--- src/rtl/mod_counter.sv ---
// mod_counter: parametrised wrap/saturate up/down modulo counter with registered terminal-count pulse.
// Optional prescaler enabled by defining COUNTER_PRESCALER_EN.
module mod_counter #(
  parameter int WIDTH    = 26,
  parameter int MODULUS  = 0,
  parameter bit SATURATE = 1'b0,
  parameter int PRESCALE = 1
) (
  input  logic             clk,
  input  logic             rst,
  input  logic             en,
  input  logic             up,
  input  logic             clr,
  input  logic             load,
  input  logic [WIDTH-1:0] load_val,
  output logic [WIDTH-1:0] data,
  output logic             tc
);
  // One extra bit keeps LIMIT and the +1 exact at 2**WIDTH-1.
  localparam logic [WIDTH:0] LIMIT = (MODULUS == 0) ? {1'b0, {WIDTH{1'b1}}} : (WIDTH+1)'(MODULUS - 1);
  logic [WIDTH-1:0] data_q, data_d;
  logic             tc_q, tc_d;
  logic [WIDTH:0]   cur, nxt, ld;
  logic             tick, step, at_lim;
`ifdef COUNTER_PRESCALER_EN
  localparam int PW = (PRESCALE > 1) ? $clog2(PRESCALE) : 1;
  logic [PW-1:0] pre_q, pre_d;
  always_comb begin
    tick  = pre_q == PW'(PRESCALE - 1);
    pre_d = (clr || load) ? '0 : !en ? pre_q : tick ? '0 : pre_q + 1'b1;
  end
  always_ff @(posedge clk or posedge rst)
    if (rst) pre_q <= '0;
    else     pre_q <= pre_d;
`else
  assign tick = 1'b1;
`endif
  always_comb begin
    cur    = {1'b0, data_q};
    step   = en && tick;
    at_lim = up ? (cur == LIMIT) : (cur == '0);
    nxt    = up ? (at_lim ? (SATURATE ? LIMIT : '0) : cur + 1'b1)
                : (at_lim ? (SATURATE ? '0 : LIMIT) : cur - 1'b1);
    ld     = ({1'b0, load_val} > LIMIT) ? LIMIT : {1'b0, load_val};
    data_d = clr ? '0 : load ? ld[WIDTH-1:0] : step ? nxt[WIDTH-1:0] : data_q;
    tc_d   = !clr && !load && step && at_lim;
  end
  always_ff @(posedge clk or posedge rst)
    if (rst) begin
      data_q <= '0;
      tc_q   <= 1'b0;
    end else begin
      data_q <= data_d;
      tc_q   <= tc_d;
    end
  assign data = data_q;
  assign tc   = tc_q;
endmodule

--- config.mk ---
export PLATFORM = sky130hd
export DESIGN_NAME = mod_counter
export DESIGN_NICKNAME = d
export VERILOG_FILES = /design/src/rtl/mod_counter.sv
export SDC_FILE = /design/constraint.sdc
export NUM_CORES = 1
export LEC_CHECK = 0
export ABC_CLOCK_PERIOD_IN_PS = 3130
export BUFFER_PORTS_ARGS = -buffer_cell sky130_fd_sc_hd__buf_4
export CORE_MARGIN = 2
export CORE_UTILIZATION = 30
export CTS_CLUSTER_SIZE = 30
export DETAILED_ROUTE_END_ITERATION = 10
export PLACE_DENSITY = 0.5
export RECOVER_POWER = 25
export SYNTH_ARGS = -nofsm -noshare
export SYNTH_HDL_FRONTEND = slang
export SYNTH_SLANG_ARGS = --single-unit
export TNS_END_PERCENT = 20
--- constraint.sdc ---
create_clock -name clk -period 3.13 [get_ports clk]
set_input_delay 0.1565 -clock clk [delete_from_list [all_inputs] [get_ports clk]]
set_output_delay 0.1565 -clock clk [all_outputs]
set_load 0.01 [all_outputs]
## Yosys cells after proc, flatten, opt, wreduce, memory -nomap -nowiden

Index checks and enable logic that the tools add are counted.

- Add/sub/neg operators: 2
- Equality and inequality tests: 1
- Mux-type cells: 7
- Reduce and logical (&&, ||, !) cells: 7

Operator list:

| kind | number |
|---|---|
| $mux W26 | 6 |
| $add A26 B1 Y26 const B | 1 |
| $eq A26 B26 Y1 const B | 1 |
| $logic_not A26 Y1 | 1 |
| $sub A26 B1 Y26 const B | 1 |
| $logic_and A1 B1 Y1 | 3 |
| $reduce_bool A3 Y1 | 1 |
| $logic_not A1 Y1 | 2 |
| $mux W1 | 1 |

- Register bits: 27
- Output and inout bits: 27

## Longest topological paths before layout

Gate-level depths: netlist of run 1.

- Depth after elaboration: 7
- Gate-level depth with buffers: 9

## Least setup slack after synthesis of run 1

OpenSTA, ideal clock, no wires.

- Path type: register -> register
- Start point: register data_q[0], in the netlist data[0]
- End point: register data_q[11], in the netlist data[11]
- Setup time: 0.111 ns
- Arrival time: 2.205 ns
- Setup slack: 0.814 ns
- Cell stages (with the launch flop): 10
- Path buffers: 1
- Clock period less this slack: 2.316 ns
- Cell sequence: dfrtp_1 > clkbuf_1 > inv_1 > ha_1 > nor4b_2 > nand4_2 > or3_4 > nand2_1 > o21ai_1 > a2111oi_2

- Word-level cells in the longest chain between the ends: 7

Ends and longest elaborated chain:

| element | line | RTL |
|---|---|---|
| start, declared | 21 | `logic [WIDTH-1:0] data_q, data_d;` |
| start signal, assigned | 53 | `data_q <= data_d;` |
| parallel branches: the longest is 3 deep, another holds $sub A26 B1 Y26 | - |  |
| $mux W26 (*) | 42 | `nxt = up ? (at_lim ? (SATURATE ? LIMIT : '0) : cur + 1'b1)` |
| $mux W26 (*) (3 in a row) | 45 | `data_d = clr ? '0 : load ? ld[WIDTH-1:0] : step ? nxt[WIDTH-1:0] : data_q;` |

Mark *: on every way between the ends. The select of a mux whose other input is x is not followed.
A chain may end at the register's enable or synchronous reset.

## Worst setup path after layout of run 1

Ends and elaborated chain as after synthesis.

==> results by group, run 1 <==
Global route
  – Initial antenna violation count: 0
  – GR Overflow Total: 0
  – Met2 GRT Util: 31.8%
  – GRT met1 Usage: between 20 and 30%
  – Vias in the first global route: 3023
  – Largest net degree at the start of global routing: 32
  – Met3 usage in global routing: under 10%
  – Gr usage total: roughly a fifth
  – GRT busiest layer: met2
  – First-pass GRT wire length: about 16000 microns

Run
  – Max-Cap Viols: 1

Routing
  – DRC Markers: 0
  – 1st-pass router iterations: 5
  – Final ANT Viol Nets: 0
  – Vias post-DR: 3121
  – Routed vias/inst: approximately 6.1
  – Routed WL: 10400 microns
  – Wirelength per Cell: around 20 microns
  – DRT iter0 DRCs: 260

Floorplanning
  – Initial core utilization: 31.2%
  – I/O Pins: just under 60
  – Floorplan row count: 34
  – Die Y-Extent: 99.5 microns
  – Die ar.: just under 0.01 sq mm
  – Core Region: around 0.009 sq mm
  – Width of the die: about 99 microns

Placement
  – Placed Cells: 509
  – Post-DP HPWL: approximately 7400 microns
  – Port Buffers: 58
  – Placed Area: approximately 0.0032 sq mm
  – GPL Wtd Cong: approximately 0.93

Yosys
  – Post-synth top area cell: dfrtp_1
  – Post-synth cell types: around 60
  – Top FF cell, synth: dfrtp_1
  – Mapped Area: about 0.0027 sq mm
  – Top cell type's share of synthesized area: roughly 25%
  – Synthesis warning total: 0
  – Synth Net Count: around 400
  – Mapped Avg Cell Area: between 7 and 8 sq um
  – FFs w/ async S/R, synth: 100%
  – Seq/Total Area, Yosys: between 20% and 30%
  – Number of enable flip-flop cells after synthesis: 0
  – Register bit count reported by yosys: 27
  – Post-Synthesis Cells: approximately 370
  – Top post-synthesis cells by area: dfrtp_1, o21ai_0, nor2_1, nand2_1, nor3_1

Finish
  – Antenna Diode Count: 0
  – Cell area after layout: roughly 0.0033 sq mm
  – Final net count: ~440
  – Fillers: about 940
  – Post-Layout Cell Count: roughly 510
  – Share of layout cells above drive strength 1: between 20% and 30%
  – Area grow syn2layout: 19.9%

Clocking
  – CTS Root Cell: clkbuf_8
  – Clock buffer count from CTS: 3
  – CTS tree: yes
  – Worst skew pair latency: 0.29 ns
  – Clock sink count: 27
  – Post-CTS setup buffer count: 0
  – Clock tree buffer depth: 2
  – Worst-path clk slew: 0.11 ns
  – Post-CTS resize count: 0
  – Number of H-tree levels: 1

STA
  – Hold Vio Cnt, Final: 0
  – Fin Setup TNS: 0 ns
  – Slew headroom: -7.48%
  – RSZ-0062 raised after global routing: false
  – Fmax: 380 MHz
  – Minimum clock period: around 2.6 ns
  – Final Skew: just over 0.01 ns
  – Pins Over Slew Limit: 28
  – Worst slew pin tran: approximately 1.6 ns
  – Final setup violating endpoints: 0
  – Final period utilization: 84.2%

Pwr
  – Share of total power in combinational logic: 36.6%
  – Net Sw Frac: 40.0%
  – Final Total Pwr: around 1.1 mW
  – Pleak: roughly 1.4 nW
  – Net Sw Power: ~0.43 mW
  – Int Pwr: approximately 0.65 mW
  – Clock power share: approximately a fifth
  – Flop pwr share: a little over two fifths
  – Peak VDD IR: 0.131 mV
  – Power Dens Cells: around 330 mW/mm^2

Outcome
  – Failing checks: capacitance limit, slew limit
  – Status: finished, violations left

Hold path
  – Worst hold path type: in2reg

Critical path
  – CP Capture Type: flip-flop
  – WS Path Type: reg2reg
  – Crit Path Max Fanout: 10
  – WP data arrival: between 2 and 3 ns
  – WP data required: 3.32 ns
  – CP Launch Type: flip-flop
==> cells in the mapped netlist, drive strengths merged (4+ instances only) <==
cell / number
or4: 4
nor4: 13
a21oi: 18
nor2: 34
clkbuf: 24
buf: 10
a221oi: 4
a22o: 5
xnor2: 10
inv: 10
nand4: 12
a31oi: 7
o22ai: 4
or3: 6
nor3: 21
nand2: 30
dfrtp: 27
xor2: 6
nand3: 15
o21ai: 35
and3: 15
o31ai: 5
mux2i: 6
a211oi: 6
==> final timing paths <==
kind                       slack, ns  cells after the start                 start                    to
max in group asynchronous       1.22                      4                   rst   data[3]$_DFFE_PP0P_
min reg2reg                     0.71                      2  data[10]$_DFFE_PP0P_  data[10]$_DFFE_PP0P_
min                             0.06                      3          load_val[14]  data[14]$_DFFE_PP0P_
max reg2reg                     0.50                      7   data[0]$_DFFE_PP0P_  data[11]$_DFFE_PP0P_
max                             0.50                      7   data[0]$_DFFE_PP0P_  data[11]$_DFFE_PP0P_
min in group asynchronous       0.97                      4                   rst  data[14]$_DFFE_PP0P_
==> through the flow <==
stage	setup WS [ns]	util (%)	hold slack (ns)
after global routing	0.364	37.4	0.0604
after global placement	0.613	36.9	0.266
after floorplan	0.814	-	0.209
final	0.495	37.4	0.0611
after detailed placement	0.574	36.9	0.269
after CTS	0.550	37.5	0.0582
==> routing by layer <==
metal | vias up | wire, microns
met4 | 0 | 182
met3 | 20 | 814
met2 | 173 | 4650
li1 | 1465 | -
met5 | - | 0
met1 | 1463 | 4700
==> cell type report <==
type	count	area (sq um)	area share (%)
clock buffers	4	45.0	1.37
inverters	10	37.5	1.14
multi-input cells	297	1880	57.2
flip-flops and latches	27	676	20.6
well taps	108	135	4.12
repair buffers	68	509	15.5
==> state kept, by name (all words and copies together) (netlist names) <==
| register | flops |
|---|---|
| data | 26 |
| tc | 1 |
==> logic make-up after synthesis <==
group	after synthesis	share of synthesized area, %
compound gates	111	27.2
xor+xnor	16	5.12
fa+ha+maj	2	0.915
buf+inv	44	6.63
flops	27	24.7
mux	6	2.20
simple gates	162	33.2
==> placed cells by master, fill, tap and decap left out, drive strengths merged, types with 7 or more instances in the layout <==
cell and count:
nor4 13, a21oi 18, dfrtp 27, buf 65, nor2 34, o21ai 35, nand4 12, nor3 21
and3 15, inv 10, xnor2 10, nand2 30, nand3 15, a31oi 7
==> what timing repair did <==
item | 4_1_cts | 5_1_grt
hold endpoints to repair | 27 | 0
hold buffers | 1 | 0
setup endpoints to repair | 0 | 0
==> critical path: stages (launching register included) <==
cell	delay, ns
dfrtp_1	0.53
ha_1	0.24
nand4_1	0.18
nor4_2	0.42
nand3_1	0.39
nand2_1	0.29
o21ai_1	0.13
a2111oi_2	0.37
==> power by group through the flow <==
| stage | registers [mW] | logic (mW) | clock network [mW] |
|---|---|---|---|
| 4_1_cts | 0.460 | 0.394 | 0.230 |
| 2_1_floorplan | 0.427 | 0.277 | 0 |
| 6_report | 0.464 | 0.395 | 0.221 |
| 3_3_place_gp | 0.465 | 0.393 | 0 |
| 3_5_place_dp | 0.467 | 0.391 | 0 |
| 5_1_grt | 0.471 | 0.433 | 0.240 |
(Power assumes the default switching activity.)
==> run 2: changes to the inputs <==
Settings changed: ABC_CLOCK_PERIOD_IN_PS 3130 to 2100, PLACE_DENSITY 0.5 to 0.52.
Clock period 3.13 ns to 2.1 ns, I/O delays scaled along.
==> results by group, run 2 (synthesized netlist as in run 1, its figures left out) <==
Critical path
  – Reg2Reg Setup Slack: -0.10 ns (-0.60 ns)
  – WP data required: 2.33 ns (-0.99 ns)
  – CP Capture Type: flip-flop
  – CP Launch Type: flip-flop
  – WP data arrival: 2.43 ns (-0.40 ns)
  – Crit Path Max Fanout: 4 (-6)
  – FF-to-FF Start: data[0]$_DFFE_PP0P_
  – WS Path Type: reg2reg
  – Crit. Startpoint: data[0]$_DFFE_PP0P_

STA
  – Final period utilization: 105% (+21 points)
  – Slew headroom: 45.6% (+53 points)
  – Fmax: 455 MHz (+20%)
  – Pins Over Slew Limit: 0 (-100%)
  – Final setup violating endpoints: 7 (+7)
  – Minimum clock period: 2.20 ns (-0.434 ns)
  – Final Skew: 0.00401 ns (-0.00611 ns)
  – Fin Setup TNS: -0.326 ns (-0.326 ns)
  – Hold Slack: 0.0195 ns (-0.0416 ns)
  – Hold Vio Cnt, Final: 0 (unchanged)
  – Setup WS post-layout: -0.100 ns (-0.596 ns)
  – RSZ-0062 raised after global routing: true
  – Worst slew pin tran: 0.816 ns (-0.796 ns)

Global route
  – GRT busiest layer: met2
  – Gr usage total: 23.9% (+3.2 points)
  – Met2 GRT Util: 40.0% (+8.2 points)
  – GR Overflow Total: 0 (unchanged)
  – Met3 usage in global routing: 2.67% (-1.1 points)
  – GRT met1 Usage: 33.1% (+3.4 points)
  – Initial antenna violation count: 0 (unchanged)
  – First-pass GRT wire length: 18700 microns (+14%)
  – Vias in the first global route: 3351 (+11%)
  – Largest net degree at the start of global routing: 28 (-13%)

Pwr
  – Power Dens Cells: 455 mW/mm^2 (+38%)
  – Pleak: 1.81 nW (+33%)
  – Final Total Pwr: 1.88 mW (+74%)
  – Peak VDD IR: 0.286 mV (+120%)

Floorplanning
  – Floorplan row count: 34 (unchanged)
  – Width of the die: 99.5 microns (unchanged)
  – Die Y-Extent: 99.5 microns (unchanged)
  – Initial core utilization: 31.2% (unchanged)
  – Die ar.: 0.00990 sq mm (unchanged)
  – Core Region: 0.00876 sq mm (unchanged)
  – I/O Pins: 59 (unchanged)

Routing
  – DRC Markers: 0 (unchanged)
  – Routed WL: 11900 microns (+15%)
  – Final ANT Viol Nets: 0 (unchanged)
  – Wirelength per Cell: 20.0 microns (-0.58%)
  – Routed vias/inst: 5.90 (-2.9%)
  – DRT iter0 DRCs: 399 (+53%)
  – 1st-pass router iterations: 5 (unchanged)
  – Vias post-DR: 3508 (+12%)

Run
  – Max-Cap Viols: 0 (-1)

Finish
  – Area grow syn2layout: 51.1%
  – Share of layout cells above drive strength 1: 41.3% (+21 points)
  – Fillers: 878 (-6.8%)
  – Max reg flops: 26 (unchanged)
  – Antenna Diode Count: 0 (unchanged)
  – Final net count: 522 (+18%)
  – Commonest cells after routing, fill and taps aside: buf_4, nor2_1, nand2_1
  – Most common cell after layout, fill and taps aside: buf_4
  – Cell area after layout: 0.00413 sq mm (+26%)

Hold path
  – Worst hold path type: in2reg
  – Worst hold start: load_val[14]

Placement
  – Port Buffers: 58 (unchanged)
  – GPL Wtd Cong: 0.886 (-4.2%)
  – Placed Area: 0.00381 sq mm (+18%)
  – Post-DP HPWL: 8690 microns (+18%)

Clocking
  – Worst skew pair latency: 0.28 ns (about the same)
  – CTS Root Cell: clkbuf_8
  – Clock sink count: 27 (unchanged)
  – Worst-path clk slew: 0.11 ns (about the same)
  – Number of H-tree levels: 1 (unchanged)
  – Clock buffer count from CTS: 3 (unchanged)
  – CTS tree: yes
  – Clock tree buffer depth: 2 (unchanged)

Outcome
  – Status: finished, violations left
  – Failing checks: setup timing
==> run 2: changes by cell type in the layout (fill, tap and decap cells not counted), sizes merged <==
cell  change
buf      +81
==> run 2: worst paths after layout <==
check,to,cells after the start
setup / recovery,data[1]$_DFFE_PP0P_,9
min in group asynchronous,data[14]$_DFFE_PP0P_,4
setup reg to reg,data[1]$_DFFE_PP0P_,9
max in group asynchronous,data[0]$_DFFE_PP0P_,4
hold reg to reg,data[10]$_DFFE_PP0P_,3
hold / removal,data[14]$_DFFE_PP0P_,3
==> run 2: worst max-delay path: stages, from the launching register on <==
cell and delay (ns):
dfrtp_2 0.45, inv_4 0.07, ha_4 0.15, nor4b_4 0.28, nand4_2 0.17, or3_4 0.46, buf_4 0.15, a21o_1 0.16
a31oi_1 0.15, a21o_1 0.10
==> run 2: metal layers <==
metal / part of all wire (%) / routed length [microns]
met1: 44 / 5220
met4: 1.9 / 229
met5: 0 / 0
met2: 48 / 5670
met3: 6.6 / 789
==> run 2: final cells by class <==
class / count / area, sq um / share of cell area (%)
well taps: 108 / 135 / 3.27
inverters: 10 / 42.5 / 1.03
clock buffers: 4 / 45.0 / 1.09
multi-input cells: 297 / 2100 / 50.8
repair buffers: 149 / 1130 / 27.2
flip-flops and latches: 27 / 686 / 16.6
==> run 2: what timing repair did <==
item | CTS | global route
pin swaps | 7 | 11
endpoints found under the setup margin | 19 | 21
cloned | 0 | 0
setup buffers | 8 | 4
gates resized for setup | 21 | 19
endpoints found under the hold margin | 27 | 0
hold buffers | 1 | 0
==> run 2: per-stage QoR <==
step / instances / utilization, % / setup slack, ns
6_report: 595 / 47.2 / -0.100
5_1_grt: 595 / 47.2 / -0.150
4_1_cts: 591 / 45.8 / -0.138
3_5_place_dp: 578 / 43.5 / -0.172
3_3_place_gp: 578 / 43.5 / -0.0935
2_1_floorplan: 368 / - / -0.00475
==> run 2: where the power goes <==
| part | internal (mW) | total (mW) | switching (mW) | leakage (nW) |
|---|---|---|---|---|
| logic | 0.442 | 0.915 | 0.473 | 1.44 |
| clock network | 0.137 | 0.335 | 0.198 | 0.0228 |
| registers | 0.566 | 0.633 | 0.0673 | 0.345 |
| total | 1.15 | 1.88 | 0.738 | 1.81 |
